## src/rtl/command_sequencer.sv

```systemverilog
// command_sequencer: buffers 2-bit commands from an upstream frame register
// in a small FIFO and executes them in order (NOP, PULSE, INC, CLR).
// Optional build macro: CMD_SEQUENCER_EDGE_EN -- accept only on a 0->1
// transition of ready instead of on every cycle ready is high.
module command_sequencer #(
  parameter int DEPTH     = 4,
  parameter int PULSE_LEN = 4,
  parameter int CNT_W     = 8
) (
  input  logic                   clk,
  input  logic                   rst,
  input  logic                   ready,
  input  logic [1:0]             command,
  output logic                   pulse,
  output logic [CNT_W-1:0]       count,
  output logic                   busy,
  output logic [$clog2(DEPTH):0] level,
  output logic                   overflow
);

  localparam int AW = $clog2(DEPTH);
  localparam int LW = AW + 1;

  typedef enum logic {S_IDLE, S_PULSE} state_t;

  state_t           r_state;
  logic [7:0]       r_timer;
  logic             r_pulse;
  logic             r_busy;
  logic [CNT_W-1:0] r_count;
  logic [LW-1:0]    r_level;
  logic             r_overflow;
  logic [AW-1:0]    r_head;
  logic [AW-1:0]    r_tail;
  logic [1:0]       r_mem [DEPTH];

  state_t           w_state_next;
  logic [7:0]       w_timer_next;
  logic             w_pulse_next;
  logic             w_busy_next;
  logic [CNT_W-1:0] w_count_next;
  logic             w_pop;
  logic             w_push;
  logic             w_accept;
  logic             w_full;
  logic             w_empty;
  logic [1:0]       w_head_cmd;

`ifdef CMD_SEQUENCER_EDGE_EN
  logic r_ready_prev;

  // Remember last cycle's ready so only its rising edge is accepted.
  always_ff @(posedge clk or posedge rst) begin
    if (rst) r_ready_prev <= 1'b0;
    else     r_ready_prev <= ready;
  end

  assign w_accept = ready & ~r_ready_prev;
`else
  assign w_accept = ready;
`endif

  assign w_full     = (r_level == LW'(DEPTH));
  assign w_empty    = (r_level == '0);
  assign w_head_cmd = r_mem[r_head];
  // A full FIFO still takes a command when the head leaves on the same edge.
  assign w_push     = w_accept & (~w_full | w_pop);

  // FIFO storage: write-only on push; the head is read directly so a pop
  // can execute on the same edge it is taken.
  always_ff @(posedge clk) begin
    if (w_push) r_mem[r_tail] <= command;
  end

  // FIFO pointers, occupancy and sticky drop flag.
  always_ff @(posedge clk or posedge rst) begin
    if (rst) begin
      r_head     <= '0;
      r_tail     <= '0;
      r_level    <= '0;
      r_overflow <= 1'b0;
    end else begin
      if (w_push) r_tail <= r_tail + AW'(1);
      if (w_pop)  r_head <= r_head + AW'(1);
      case ({w_push, w_pop})
        2'b10:   r_level <= r_level + LW'(1);
        2'b01:   r_level <= r_level - LW'(1);
        default: r_level <= r_level;
      endcase
      if (w_accept && !w_push) r_overflow <= 1'b1;
    end
  end

  // Executor state register and registered outputs.
  always_ff @(posedge clk or posedge rst) begin
    if (rst) begin
      r_state <= S_IDLE;
      r_timer <= '0;
      r_pulse <= 1'b0;
      r_busy  <= 1'b0;
      r_count <= '0;
    end else begin
      r_state <= w_state_next;
      r_timer <= w_timer_next;
      r_pulse <= w_pulse_next;
      r_busy  <= w_busy_next;
      r_count <= w_count_next;
    end
  end

  // Executor next state: pop and run the head in IDLE, count down in PULSE.
  always_comb begin
    w_state_next = r_state;
    w_timer_next = r_timer;
    w_pulse_next = r_pulse;
    w_busy_next  = r_busy;
    w_count_next = r_count;
    w_pop        = 1'b0;
    case (r_state)
      S_IDLE: begin
        if (!w_empty) begin
          w_pop = 1'b1;
          case (w_head_cmd)
            2'b01: begin
              w_state_next = S_PULSE;
              w_timer_next = 8'(PULSE_LEN - 1);
              w_pulse_next = 1'b1;
              w_busy_next  = 1'b1;
            end
            2'b10:   w_count_next = r_count + CNT_W'(1);
            2'b11:   w_count_next = '0;
            default: w_count_next = r_count;
          endcase
        end
      end
      S_PULSE: begin
        if (r_timer == 8'd0) begin
          w_state_next = S_IDLE;
          w_pulse_next = 1'b0;
          w_busy_next  = 1'b0;
        end else begin
          w_timer_next = r_timer - 8'd1;
        end
      end
      default: w_state_next = S_IDLE;
    endcase
  end

  assign pulse    = r_pulse;
  assign busy     = r_busy;
  assign count    = r_count;
  assign level    = r_level;
  assign overflow = r_overflow;

endmodule

```

## config.mk

```make
export PLATFORM = sky130hd
export DESIGN_NAME = command_sequencer
export DESIGN_NICKNAME = d
export VERILOG_FILES = /design/src/rtl/command_sequencer.sv
export SDC_FILE = /design/constraint.sdc
export NUM_CORES = 1
export LEC_CHECK = 0
export ABC_AREA = 1
export BUFFER_PORTS_ARGS = -buffer_cell sky130_fd_sc_hd__buf_2
export CAP_MARGIN = 20
export CORE_AREA = 2 2 67 76
export DETAILED_ROUTE_END_ITERATION = 6
export DIE_AREA = 0 0 69 78
export PLACE_DENSITY = 0.69
export SLEW_MARGIN = 25
export SYNTH_ARGS = -nofsm -noshare
export SYNTH_HDL_FRONTEND = slang
export SYNTH_SLANG_ARGS = --single-unit
```

## constraint.sdc

```tcl
create_clock -name clk -period 1.8 [get_ports clk]
set_clock_uncertainty 0.1 [all_clocks]
set_input_delay 0.18 -clock clk [delete_from_list [all_inputs] [get_ports clk]]
set_output_delay 0.18 -clock clk [all_outputs]
set_load 0.01 [all_outputs]
```

==> results.py <==
metrics = {
    "outcome": {
        "status": "completed",
    },
    "pwr": {
        "p_leak_nw": 1.21,
        "power_density_mw_per_mm2": 1710,
        "max-vdd-ir-drop_mv": 0.788,
    },
    "synth": {
        "yosysUniqueCellTypes": 25,
        "ys_seq_area_frac": 0.473,
        "ys_ff_latch": 34,
        "synth_ff_type": "dfrtp_1",
        "yosysWarnings": 0,
        "syn-num-nets": 238,
        "synth_async_sr_flop_share": 0.765,
        "synth_edf_count": 8,
        "syn_area_per_cell_um2": 8.37,
        "postSynthCellCount": 225,
        "synthesis.area_mm2": 0.00188,
    },
    "setup_path": {
        "crit_path_max_fanout": 4,
        "start_kind": "flip-flop",
        "setup.worst_path.class": "flip-flop to flip-flop",
        "rrSetupSlack_ns": 0.17,
        "required_ns": 1.87,
        "endpoint_kind": "flip-flop",
        "arrival_ns": 1.70,
    },
    "finish": {
        "drive_gt1_frac": 0.173,
        "antenna_cells": 0,
        "fin_nets": 267,
        "regArea_um2": 891,
        "fillers": 455,
        "area_growth_pct": 17.9,
        "multi_input_area_um2": 832,
        "final_cells": 311,
    },
    "detailed_routing": {
        "first_pass_iters": 4,
        "viasPerCell": 4.65,
        "dr_total_vias": 1446,
        "drtAntennaViolNets": 0,
        "wl_um": 3540,
        "wl_per_cell_um": 11.4,
        "dr.first_iter.drc_count": 34,
        "drc": 0,
    },
    "worst_hold_path": {
        "hp-class": "input port to flip-flop",
    },
    "die": {
        "rows": 26,
        "start_util": 0.414,
        "die-area_mm2": 0.00538,
        "die_h_um": 78,
        "core_mm2": 0.00455,
        "top_level_ports": 19,
        "dieWidth_um": 69,
    },
    "timing": {
        "fin_crit_sh": 0.907,
        "fin_crit_ns": 1.63,
        "relSlewSlack": 0.772,
        "finalSetupViolCount": 0,
        "drv_slew": 0,
        "fmax_mhz": 612,
        "rsz0062_at_grt": "no",
        "hold_viol_final": 0,
        "tns_ns": 0,
        "tightest_slew_ns": 0.342,
    },
    "clock_tree": {
        "numCtsBuffers": 5,
        "cts-root-buf": "clkbuf_8",
        "postCtsSetupBuffers": 0,
        "clk_pin_slew_ns": 0.07,
        "cts_tree": "done",
        "htreeDepth": 2,
        "clk_latency_ns": 0.29,
        "clock-sinks": 34,
        "ctsLongestPathBuffers": 2,
    },
    "grt": {
        "grt_pass1_vias": 1437,
        "grt_util_all_layers": 0.146,
        "global_route.overflow_total": 0,
        "antenna_found_initial": 0,
        "grt_max_degree": 27,
        "grt_pass1_wl_um": 6310,
    },
    "placement": {
        "place_inst": 300,
        "hpwl_um": 2570,
        "gp_congestion": 0.850,
        "numPortBuffers": 18,
    },
    "run": {
        "max-cap-violations": 0,
    },
}
==> synth_stat cells (2+ instances only) <==
master | count | area share
nand4_1 | 3 | 0.010
nand3_2 | 3 | 0.016
nor2_1 | 13 | 0.026
nor2_4 | 2 | 0.012
xor2_1 | 11 | 0.051
edfxtp_1 | 8 | 0.13
nand2_2 | 2 | 0.0066
nor2_2 | 2 | 0.0066
nand2_4 | 2 | 0.012
o21ai_0 | 3 | 0.0080
inv_1 | 38 | 0.076
nand2_1 | 65 | 0.13
ha_1 | 7 | 0.046
nand3_1 | 29 | 0.077
inv_2 | 2 | 0.0040
dfrtp_1 | 26 | 0.35
==> registers in the layout, summed over array words and instances, names as in the netlist <==
name and flops:
busy 1, count 8, level 3, overflow 1, r_head 2, r_mem 8, r_state 1, r_tail 2
r_timer 8
==> final timing paths <==
path	from	depth (start not counted)	endpoint
setup / recovery	level[2]$_DFFE_PP0P_	7	level[1]$_DFFE_PP0P_
hold / removal	ready	3	overflow$_DFFE_PP0P_
setup reg to reg	level[2]$_DFFE_PP0P_	7	level[1]$_DFFE_PP0P_
hold reg to reg	overflow$_DFFE_PP0P_	1	overflow$_DFFE_PP0P_
max in group asynchronous	rst	4	r_timer[4]$_DFFE_PP0P_
min in group asynchronous	rst	4	r_head[1]$_DFFE_PP0P_
==> report_power, final <==
| group | total (mW) | switching [mW] | internal (mW) |
|---|---|---|---|
| sequential | 1.30 | 0.240 | 1.06 |
| clock | 0.847 | 0.293 | 0.555 |
| combinational | 1.66 | 1.06 | 0.599 |
==> layer usage <==
| layer | vias up | global-route usage | part of all wire |
|---|---|---|---|
| met5 | - | 0 | 0 |
| met4 | 0 | 0.0706 | 0.016 |
| met3 | 5 | 0.0364 | 0.033 |
| met2 | 26 | 0.251 | 0.51 |
| met1 | 657 | 0.170 | 0.44 |
| li1 | 758 | - | - |
==> final cells by class <==
cell class,count,share of cell area
well taps,56,0.0315
flip-flops and latches,34,0.401
clock buffers,5,0.0310
inverters,41,0.0704
multi-input cells,149,0.374
repair buffers,23,0.0608
clock inverters,3,0.0310
==> cell families (layout without fill, tap and decap cells) <==
kind of cell / count (synthesis) / in the layout / share of synthesized area
simple gates: 124 / 124 / 0.311
buf+inv: 42 / 72 / 0.0870
flops: 34 / 34 / 0.473
xor+xnor: 12 / 12 / 0.0558
fa+ha+maj: 8 / 8 / 0.0571
compound gates: 5 / 5 / 0.0159
==> stage by stage <==
step	total power [mW]	util	worst slack, ns	area, um2	hold WS, ns
global route	4.18	0.488	0.0614	2220	0.106
floorplan	2.56	-	0.245	1880	0.120
detailed placement	2.99	0.451	0.199	2050	0.164
CTS	3.86	0.487	0.166	2220	0.100
global placement	2.93	0.451	0.265	2050	0.154
finish	3.81	0.488	0.167	2220	0.116
==> critical path, stage by stage (launching register included) <==
cell	delay [ns]
dfrtp_1	0.40
inv_1	0.08
nand2_1	0.10
nand3_1	0.14
fa_2	0.55
inv_1	0.03
nand2_1	0.05
o21ai_0	0.07
==> placed cells by master, fill, tap and decap left out, types with 2 or more instances in the layout <==
cell,Yosys,routed
nand2_4,2,2
nor2_4,2,2
nand3_1,29,29
clkbuf_8,0,5
xor2_1,11,11
bufinv_16,0,2
nor2_1,13,13
dlygate4sd3_1,0,3
inv_2,2,2
dfrtp_1,26,26
nand2_1,65,65
nor2_2,2,2
edfxtp_1,8,8
nand2_2,2,2
nand3_2,3,3
nand4_1,3,3
buf_4,1,2
buf_2,0,18
o21ai_0,3,3
inv_1,38,38
ha_1,7,7
==> what timing repair did <==
item,CTS,global route
hold buffers,3,0
resized for setup,0,1
endpoints found under the setup margin,0,1
endpoints found under the hold margin,34,0
Note: power is estimated with default switching activity, not from simulation.
